### config.mk
export PLATFORM = sky130hd
export DESIGN_NAME = cordic_angle_sweeper
export DESIGN_NICKNAME = d
export VERILOG_FILES = /design/src/rtl/cordic_angle_sweeper.sv
export SDC_FILE = /design/constraint.sdc
export NUM_CORES = 1
export LEC_CHECK = 0
export ABC_AREA = 1
export CORE_MARGIN = 1.5
export CORE_UTILIZATION = 55
export CTS_CLUSTER_DIAMETER = 80
export CTS_CLUSTER_SIZE = 16
export DETAILED_ROUTE_END_ITERATION = 8
export GPL_ROUTABILITY_DRIVEN = 0
export MAX_ROUTING_LAYER = met4
export PLACE_DENSITY = 0.78
export SKIP_LAST_GASP = 1
export SYNTH_ARGS = -nofsm -noshare
export SYNTH_HDL_FRONTEND = slang
export SYNTH_SLANG_ARGS = --single-unit
### constraint.sdc
create_clock -name clock -period 2.4 [get_ports clock]
set_input_delay 0.48 -clock clock [delete_from_list [all_inputs] [get_ports clock]]
set_output_delay 0.48 -clock clock [all_outputs]
set_load 0.02 [all_outputs]
### src/rtl/cordic_angle_sweeper.sv
// Angle sequencer for the pipelined sine_cosine CORDIC rotator: issues a linear
// sweep of angles and tags each rotator output with the index of its issued angle.
module cordic_angle_sweeper #(
    parameter int DATA_WIDTH  = 16,
    parameter int ANGLE_WIDTH = 32,
    parameter int LATENCY     = 16,
    parameter int AMPLITUDE   = 19432
) (
    input  logic                   clock,
    input  logic                   reset,
    input  logic                   start,
    input  logic                   abort,
    input  logic [ANGLE_WIDTH-1:0] start_angle,
    input  logic [ANGLE_WIDTH-1:0] step,
    input  logic [15:0]            count,
    output logic [ANGLE_WIDTH-1:0] angle,
    output logic [DATA_WIDTH-1:0]  Xin,
    output logic [DATA_WIDTH-1:0]  Yin,
    output logic                   angle_valid,
    output logic                   out_valid,
    output logic [15:0]            out_idx,
    output logic                   busy,
    output logic                   done
);
    typedef enum logic [1:0] {IDLE, RUN, DRAIN, DONE} state_t;

    state_t                 state;
    logic [ANGLE_WIDTH-1:0] step_r;
    logic [15:0]            count_r;
    logic [15:0]            issue_idx;
    logic [LATENCY-1:0]     valid_line;
    logic [LATENCY-1:0]     valid_next;
    logic [15:0]            idx_line [LATENCY];

    assign Xin        = DATA_WIDTH'(AMPLITUDE);
    assign Yin        = '0;
    assign valid_next = (valid_line << 1) | LATENCY'(angle_valid);
    assign out_valid  = valid_line[LATENCY-1];
    assign out_idx    = idx_line[LATENCY-1];

    // The {valid, index} token line mirrors the rotator pipeline depth.
    always_ff @(posedge clock) begin
        if (reset || abort) begin
            valid_line <= '0;
            for (int i = 0; i < LATENCY; i++) idx_line[i] <= '0;
        end else begin
            valid_line  <= valid_next;
            idx_line[0] <= issue_idx;
            for (int i = 1; i < LATENCY; i++) idx_line[i] <= idx_line[i-1];
        end
    end

    always_ff @(posedge clock) begin
        if (reset) begin
            state       <= IDLE;
            angle       <= '0;
            angle_valid <= 1'b0;
            busy        <= 1'b0;
            done        <= 1'b0;
            step_r      <= '0;
            count_r     <= '0;
            issue_idx   <= '0;
        end else if (abort) begin
            state       <= IDLE;
            angle_valid <= 1'b0;
            busy        <= 1'b0;
            done        <= 1'b0;
        end else begin
            case (state)
                IDLE: begin
                    if (start) begin
                        step_r    <= step;
                        count_r   <= count;
                        issue_idx <= '0;
                        if (count != '0) begin
                            state       <= RUN;
                            angle       <= start_angle;
                            angle_valid <= 1'b1;
                            busy        <= 1'b1;
                        end else begin
                            state <= DONE;
                            done  <= 1'b1;
                        end
                    end
                end
                RUN: begin
                    if (issue_idx == count_r - 16'd1) begin
                        state       <= DRAIN;
                        angle_valid <= 1'b0;
                    end else begin
                        angle     <= angle + step_r;
                        issue_idx <= issue_idx + 16'd1;
                    end
                end
                // Leave once the token about to shift out is the last one in flight.
                DRAIN: begin
                    if (valid_next == '0) begin
                        state <= DONE;
                        busy  <= 1'b0;
                        done  <= 1'b1;
                    end
                end
                DONE: begin
                    state <= IDLE;
                    done  <= 1'b0;
                end
                default: state <= IDLE;
            endcase
        end
    end
endmodule

==> results of run 1 <==
[sequential cells by signal, indices dropped and copies added (netlist names)]
name / flops
angle_valid: 1
idx_line: 256
angle: 32
issue_idx: 16
state: 2
valid_line: 16
busy: 1
count_r: 16
done: 1
step_r: 32
[power by group]
group	switching [uW]	internal (uW)
Clock	2000	2050
Sequential	110	6300
Combinational	922	598
[worst register-to-register path, delay by kind of cell, from the launching register on]
kind          cells  cell delay (ps)
simple gates     12             1380
fa+ha+maj         1              390
buf+inv           1               50
flops             1              340
[cell usage after synthesis, types with 11 or more instances]
master	count	area (um2)
nor2_1	461	1730
inv_1	407	1530
nand2_1	397	1490
dfxtp_1	373	7470
a21oi_1	72	360
nand3_1	71	355
clkbuf_1	62	233
o21ai_0	58	290
buf_4	51	383
nand4_1	38	238
ha_1	37	463
xor2_1	25	219
nor3_1	16	80.1
or2_2	11	68.8
[routing by layer]
metal / track usage / vias to the layer above
li1: - / 6513
met1: 0.283 / 5673
met2: 0.387 / 440
met3: 0.0301 / 95
met4: 0.103 / 0
met5: - / -
[cell families (layout without fill, tap and decap cells)]
family | Yosys count | in the layout | synth area share
XOR/XNOR | 35 | 35 | 0.0198
flip-flops | 373 | 373 | 0.483
AO/OA/AOI/OAI | 144 | 144 | 0.0474
buffers and inverters | 534 | 606 | 0.143
other | 2 | 32 | 0.000486
adder cells (fa/ha/maj) | 38 | 38 | 0.0313
AND/OR/NAND/NOR | 1029 | 1029 | 0.274
[worst min-delay path by stage]
stage                                  end  slack (ps)        startpoint  depth (start not counted)
after floorplan           idx_line[0][100]         390   idx_line[0][84]                          2
after global placement    idx_line[0][113]         390   idx_line[0][97]                          2
after detailed placement   idx_line[0][55]         400   idx_line[0][39]                          2
after CTS                   idx_line[1][7]         410  idx_line[0][119]                          2
after global routing       idx_line[1][15]         410  idx_line[0][127]                          2
final                     idx_line[0][109]         400   idx_line[0][93]                          2
[final cells by class]
| cell class | instances | area [um2] | area share |
|---|---|---|---|
| clock buffer | 29 | 693 | 0.0390 |
| clock inverter | 2 | 28.8 | 0.00162 |
| inverter | 412 | 1550 | 0.0874 |
| multi-input combinational | 1278 | 5920 | 0.333 |
| sequential | 373 | 7470 | 0.420 |
| tap | 378 | 473 | 0.0266 |
| timing repair buffer | 163 | 1650 | 0.0927 |
[through the flow]
stage                     power (uW)  instances
after global routing           12500       2635
after floorplan                 7540       2185
final                          12000       2635
after global placement          8000       2604
after detailed placement        8030       2604
after CTS                      12100       2635
[timing repair]
item | in CTS | in global routing
setup endpoints to repair | 0 | 36
setup buffers | 0 | 0
endpoints found under the hold margin | 0 | 0
resized for setup | 0 | 12
==> run_results.csv, run 1 <==
group,metric,value,unit
worst_setup_path,max_stage_delay,390,ps
worst_setup_path,r2r-start,"angle[4]",
route,dr_wl_met3,2.27,mm
clock_network,cts_max_level,1,
worst_setup_path,crit_chain,"ha_1 -> nand2_1 -> inv_1 -> nand2_1 -> nand3_2 -> nand3_1 -> nand3_1 -> nand2_1 -> nand2_1 -> or2_2 -> nand3_1 -> nand2_1 -> nor2_1 -> nor2_1",
sta,finalClockSkew,18.4,ps
run,drv_cap,0,
worst_setup_path,cp_data_arrival_time,2700,ps
placement,io_buffers,135,
placement,pre_cts_ws,122,ps
global_routing,grt_pass1_vias,12100,
floorplan,start_util,0.558,
route,drtIter0Drc,967,
pwr,peakVddDrop,0.000619,V
cells_and_area,final_area,17800,um2
floorplan,die_area,29100,um2
status,status,"complete, no violations",
yosys,synth_async_sr_flop_share,0,
yosys,ys_types,38,
yosys,synth_warnings,0,
route,dr.max_layer_used,"met4",
clock_network,cts_tree,"built",
global_routing,track_usage,0.232,
sta,fin_crit_sh,0.936,
route,wl_met1,14.1,mm
cells_and_area,final_cell_mix,"nor2_1 (461), inv_1 (406), nand2_1 (393)",
sta,setup_tns,0,ps
sta,finalSetupViolations,0,
route,drc,0,
worst_setup_path,reg2reg_depth,14,
yosys,synth_ff_type,"dfxtp_1",
cells_and_area,fillers,2375,
sta,finalHoldViolCount,0,
cells_and_area,nets,2377,
route,first_pass_iters,5,
floorplan,die-height,171,um
worst_setup_path,worstSetupStartpoint,"angle[4]",
clock_network,cts_max_path_buffers,3,
worst_setup_path,crit_buf_inv,1,
cells_and_area,syn2layout_area_growth,15.2,%
clock_network,cts_root_buffer,"clkbuf_16",
worst_setup_path,setup.worst_path.class,"reg2reg",
worst_setup_path,end_kind,"register",
route,num_vias,12700,
route,wl,32.3,mm
clock_network,clk_latency,560,ps
global_routing,grt_pass1_wl,54.1,mm
cells_and_area,drive_gt1_frac,0.0447,
clock_network,clkSinkCount,373,
floorplan,fp.coreArea,27700,um2
yosys,syn-cell-area,15400,um2
worst_setup_path,crit_end,"angle[26]",
sta,min_period,2250,ps
placement,dp_hpwl,22.7,mm
route,routed_via_density,4.83,
route,avgRoutedWirePerCell,12.3,um
worst_setup_path,rr_endpoint,"angle[26]",
pwr,powerDensity,673,nW/um2
yosys,synth_seq_cells,373,
worst_setup_path,worst-path-max-fanout,5,
worst_setup_path,crit_top_cell,"nand2_1",
worst_setup_path,crit_family,"simple AND/OR/NAND/NOR gates",
yosys,synth_edf_count,0,
clock_network,clk_pin_slew,70,ps
clock_network,numCtsBuffers,27,
floorplan,io-pin-count,168,
route,dr_wl_met2,14.7,mm
global_routing,antenna_found_initial,0,
global_routing,grt-ovfl-total,0,
worst_setup_path,critPathRequiredTime,2850,ps
yosys,postSynthCellCount,2155,
sta,rsz0062_at_grt,"yes",
yosys,syn_area_per_cell,7.17,um2
cells_and_area,postLayoutCoreUtil,0.642,
floorplan,die_x,171,um
placement,dpl_cell_area,17000,um2
pwr,p_leak,0.00745,uW
cells_and_area,antennaDiodeCount,0,
sta,final.setup.worst_slack,153,ps
cells_and_area,final_common_cell,"nor2_1",
sta,hold_slack,403,ps
hold_path,hp-class,"reg2reg",
sta,drv_slew,0,
sta,clock.fmax,445,MHz
clock_network,postCtsHoldBufs,0,
global_routing,grt_max_degree,54,
route,ant_nets,0,
yosys,yosysSeqAreaShare,0.483,
worst_setup_path,start_kind,"register",
worst_setup_path,path_depth,14,
worst_setup_path,crit_slowest_cell,"ha_1",
worst_setup_path,ff2ff_setup_slack,150,ps
floorplan,std_cell_rows,61,
No activity file was read; power rests on OpenSTA's default activity.
==> inputs of run 2 (changes only) <==
CORE_UTILIZATION = 47   (was 55)
PLACE_DENSITY = 0.68   (was 0.78)
TNS_END_PERCENT = 100   (was unset)
==> run_results.csv, run 2 (synthesized netlist as in run 1, its figures left out) <==
group,metric,value,unit
clock_network,clk_pin_slew,80,ps
cells_and_area,postLayoutCoreUtil,0.552,
pwr,powerDensity,668,nW/um2
hold_path,hp-class,"reg2reg",
worst_setup_path,crit_chain,"ha_2 -> inv_1 -> fa_1 -> inv_1 -> nand3_1 -> nand3_2 -> nand3_1 -> nand3_2 -> buf_4 -> xnor2_1 -> o21ai_0 -> nand4_1 -> a21oi_1",
floorplan,io-pin-count,168,
route,drtIter0Drc,799,
worst_setup_path,critPathRequiredTime,2880,ps
clock_network,numCtsBuffers,27,
clock_network,clk_latency,550,ps
cells_and_area,final_cell_mix,"nor2_1 (459), inv_1 (406), nand2_1 (393)",
global_routing,antenna_found_initial,2,
sta,min_period,2240,ps
clock_network,cts_max_path_buffers,3,
global_routing,track_usage,0.203,
clock_network,clkSinkCount,373,
clock_network,postCtsHoldBufs,0,
worst_setup_path,cp_data_arrival_time,2720,ps
floorplan,die-height,184,um
route,wl,32.5,mm
route,dr_wl_met2,14.9,mm
route,routed_via_density,4.66,
global_routing,grt_pass1_vias,12100,
route,dr.max_layer_used,"met4",
clock_network,cts_max_level,1,
floorplan,fp.coreArea,32500,um2
cells_and_area,regMostFlops,"idx_line",
placement,pre_cts_ws,105,ps
route,first_pass_iters,5,
worst_setup_path,crit_family,"adder cells",
worst_setup_path,crit_buf_inv,3,
worst_setup_path,max_stage_delay,390,ps
worst_setup_path,setup.worst_path.class,"reg2reg",
status,status,"complete, no violations",
pwr,peakVddDrop,0.000729,V
run,drv_cap,0,
route,avgRoutedWirePerCell,12.0,um
floorplan,die_area,34000,um2
cells_and_area,largest_reg_flops,256,
floorplan,std_cell_rows,66,
global_routing,grt-ovfl-total,0,
worst_setup_path,worst-path-max-fanout,4,
sta,rsz0062_at_grt,"yes",
sta,finalHoldViolCount,0,
worst_setup_path,crit_slowest_cell,"fa_1",
sta,finalSetupViolations,0,
sta,hold_slack,405,ps
sta,clock.fmax,446,MHz
route,num_vias,12600,
cells_and_area,nets,2378,
route,dr_wl_met3,1.57,mm
route,wl_met1,14.8,mm
cells_and_area,final_common_cell,"nor2_1",
worst_setup_path,end_kind,"register",
clock_network,cts_tree,"built",
floorplan,die_x,184,um
placement,io_buffers,135,
route,drc,0,
route,ant_nets,0,
cells_and_area,drive_gt1_frac,0.0469,
clock_network,cts_root_buffer,"clkbuf_16",
sta,fin_crit_sh,0.933,
floorplan,start_util,0.476,
placement,dp_hpwl,23.4,mm
cells_and_area,syn2layout_area_growth,15.9,%
pwr,p_leak,0.00745,uW
global_routing,grt_max_degree,59,
cells_and_area,reg_top3,"idx_line: 256 flops, angle: 32 flops, step_r: 32 flops",
worst_setup_path,start_kind,"register",
sta,final.setup.worst_slack,160,ps
global_routing,grt_pass1_wl,55.4,mm
sta,finalClockSkew,9.63,ps
cells_and_area,fillers,3137,
sta,drv_slew,0,
## run 2: changes by cell type in the layout (fill, tap and decap cells not counted), moves of 2 or more
cell        previous run  this run
nor2_2                 6         9
buf_12                 7         9
clkinvlp_4             0         2
diode_2                0         2
ha_1                  35        33
ha_2                   2         4
nor2_1               461       459
## run 2: worst min-delay path, stage by stage, from the launching register on
cell and delay [ps]:
dfxtp_1 300, inv_1 40, nor2_1 30
## run 2: path summary, 6_finish.rpt
| check | startpoint | endpoint | slack, ps | cells past startpoint |
|---|---|---|---|---|
| max | angle[0] | angle[12] | 160 | 13 |
| min | idx_line[1][38] | idx_line[1][54] | 410 | 2 |
| max reg2reg | angle[0] | angle[12] | 160 | 13 |
| min reg2reg | idx_line[1][38] | idx_line[1][54] | 410 | 2 |
## run 2: layer usage
| metal | up-vias | track usage |
|---|---|---|
| met5 | - | - |
| met4 | 0 | 0.0823 |
| met3 | 78 | 0.0281 |
| met2 | 334 | 0.340 |
| met1 | 5649 | 0.246 |
| li1 | 6518 | - |
## run 2: through the flow
step / total power [uW] / instance area, um2 / cells / setup TNS [ps]
floorplan: 7540 / 15600 / 2185 / 0
finish: 12000 / 17900 / 2702 / 0
CTS: 12100 / 17800 / 2699 / 0
detailed placement: 8050 / 17100 / 2668 / 0
global placement: 8030 / 17100 / 2668 / 0
global route: 12500 / 17900 / 2702 / -97.5
## run 2: what timing repair did
| action | CTS | global route |
|---|---|---|
| buffers inserted | 0 | 1 |
| resized for setup | 0 | 16 |
| setup endpoints to repair | 0 | 45 |
## run 2: area by class of cell
type	count	area (um2)	share of cell area
clock buffers	28	679	0.0379
repair buffers	164	1680	0.0939
multi-input cells	1278	5930	0.331
diodes	2	5.00	0.000280
inverters	412	1550	0.0868
clock inverters	3	35.0	0.00196
well taps	442	553	0.0309
flip-flops and latches	373	7470	0.417
## run 2: report_power, final
part,switching (uW),leakage (uW),internal [uW]
registers,104,0.00302,6300
logic,919,0.00409,604
clock network,2020,0.000344,2010
total,3040,0.00745,8920
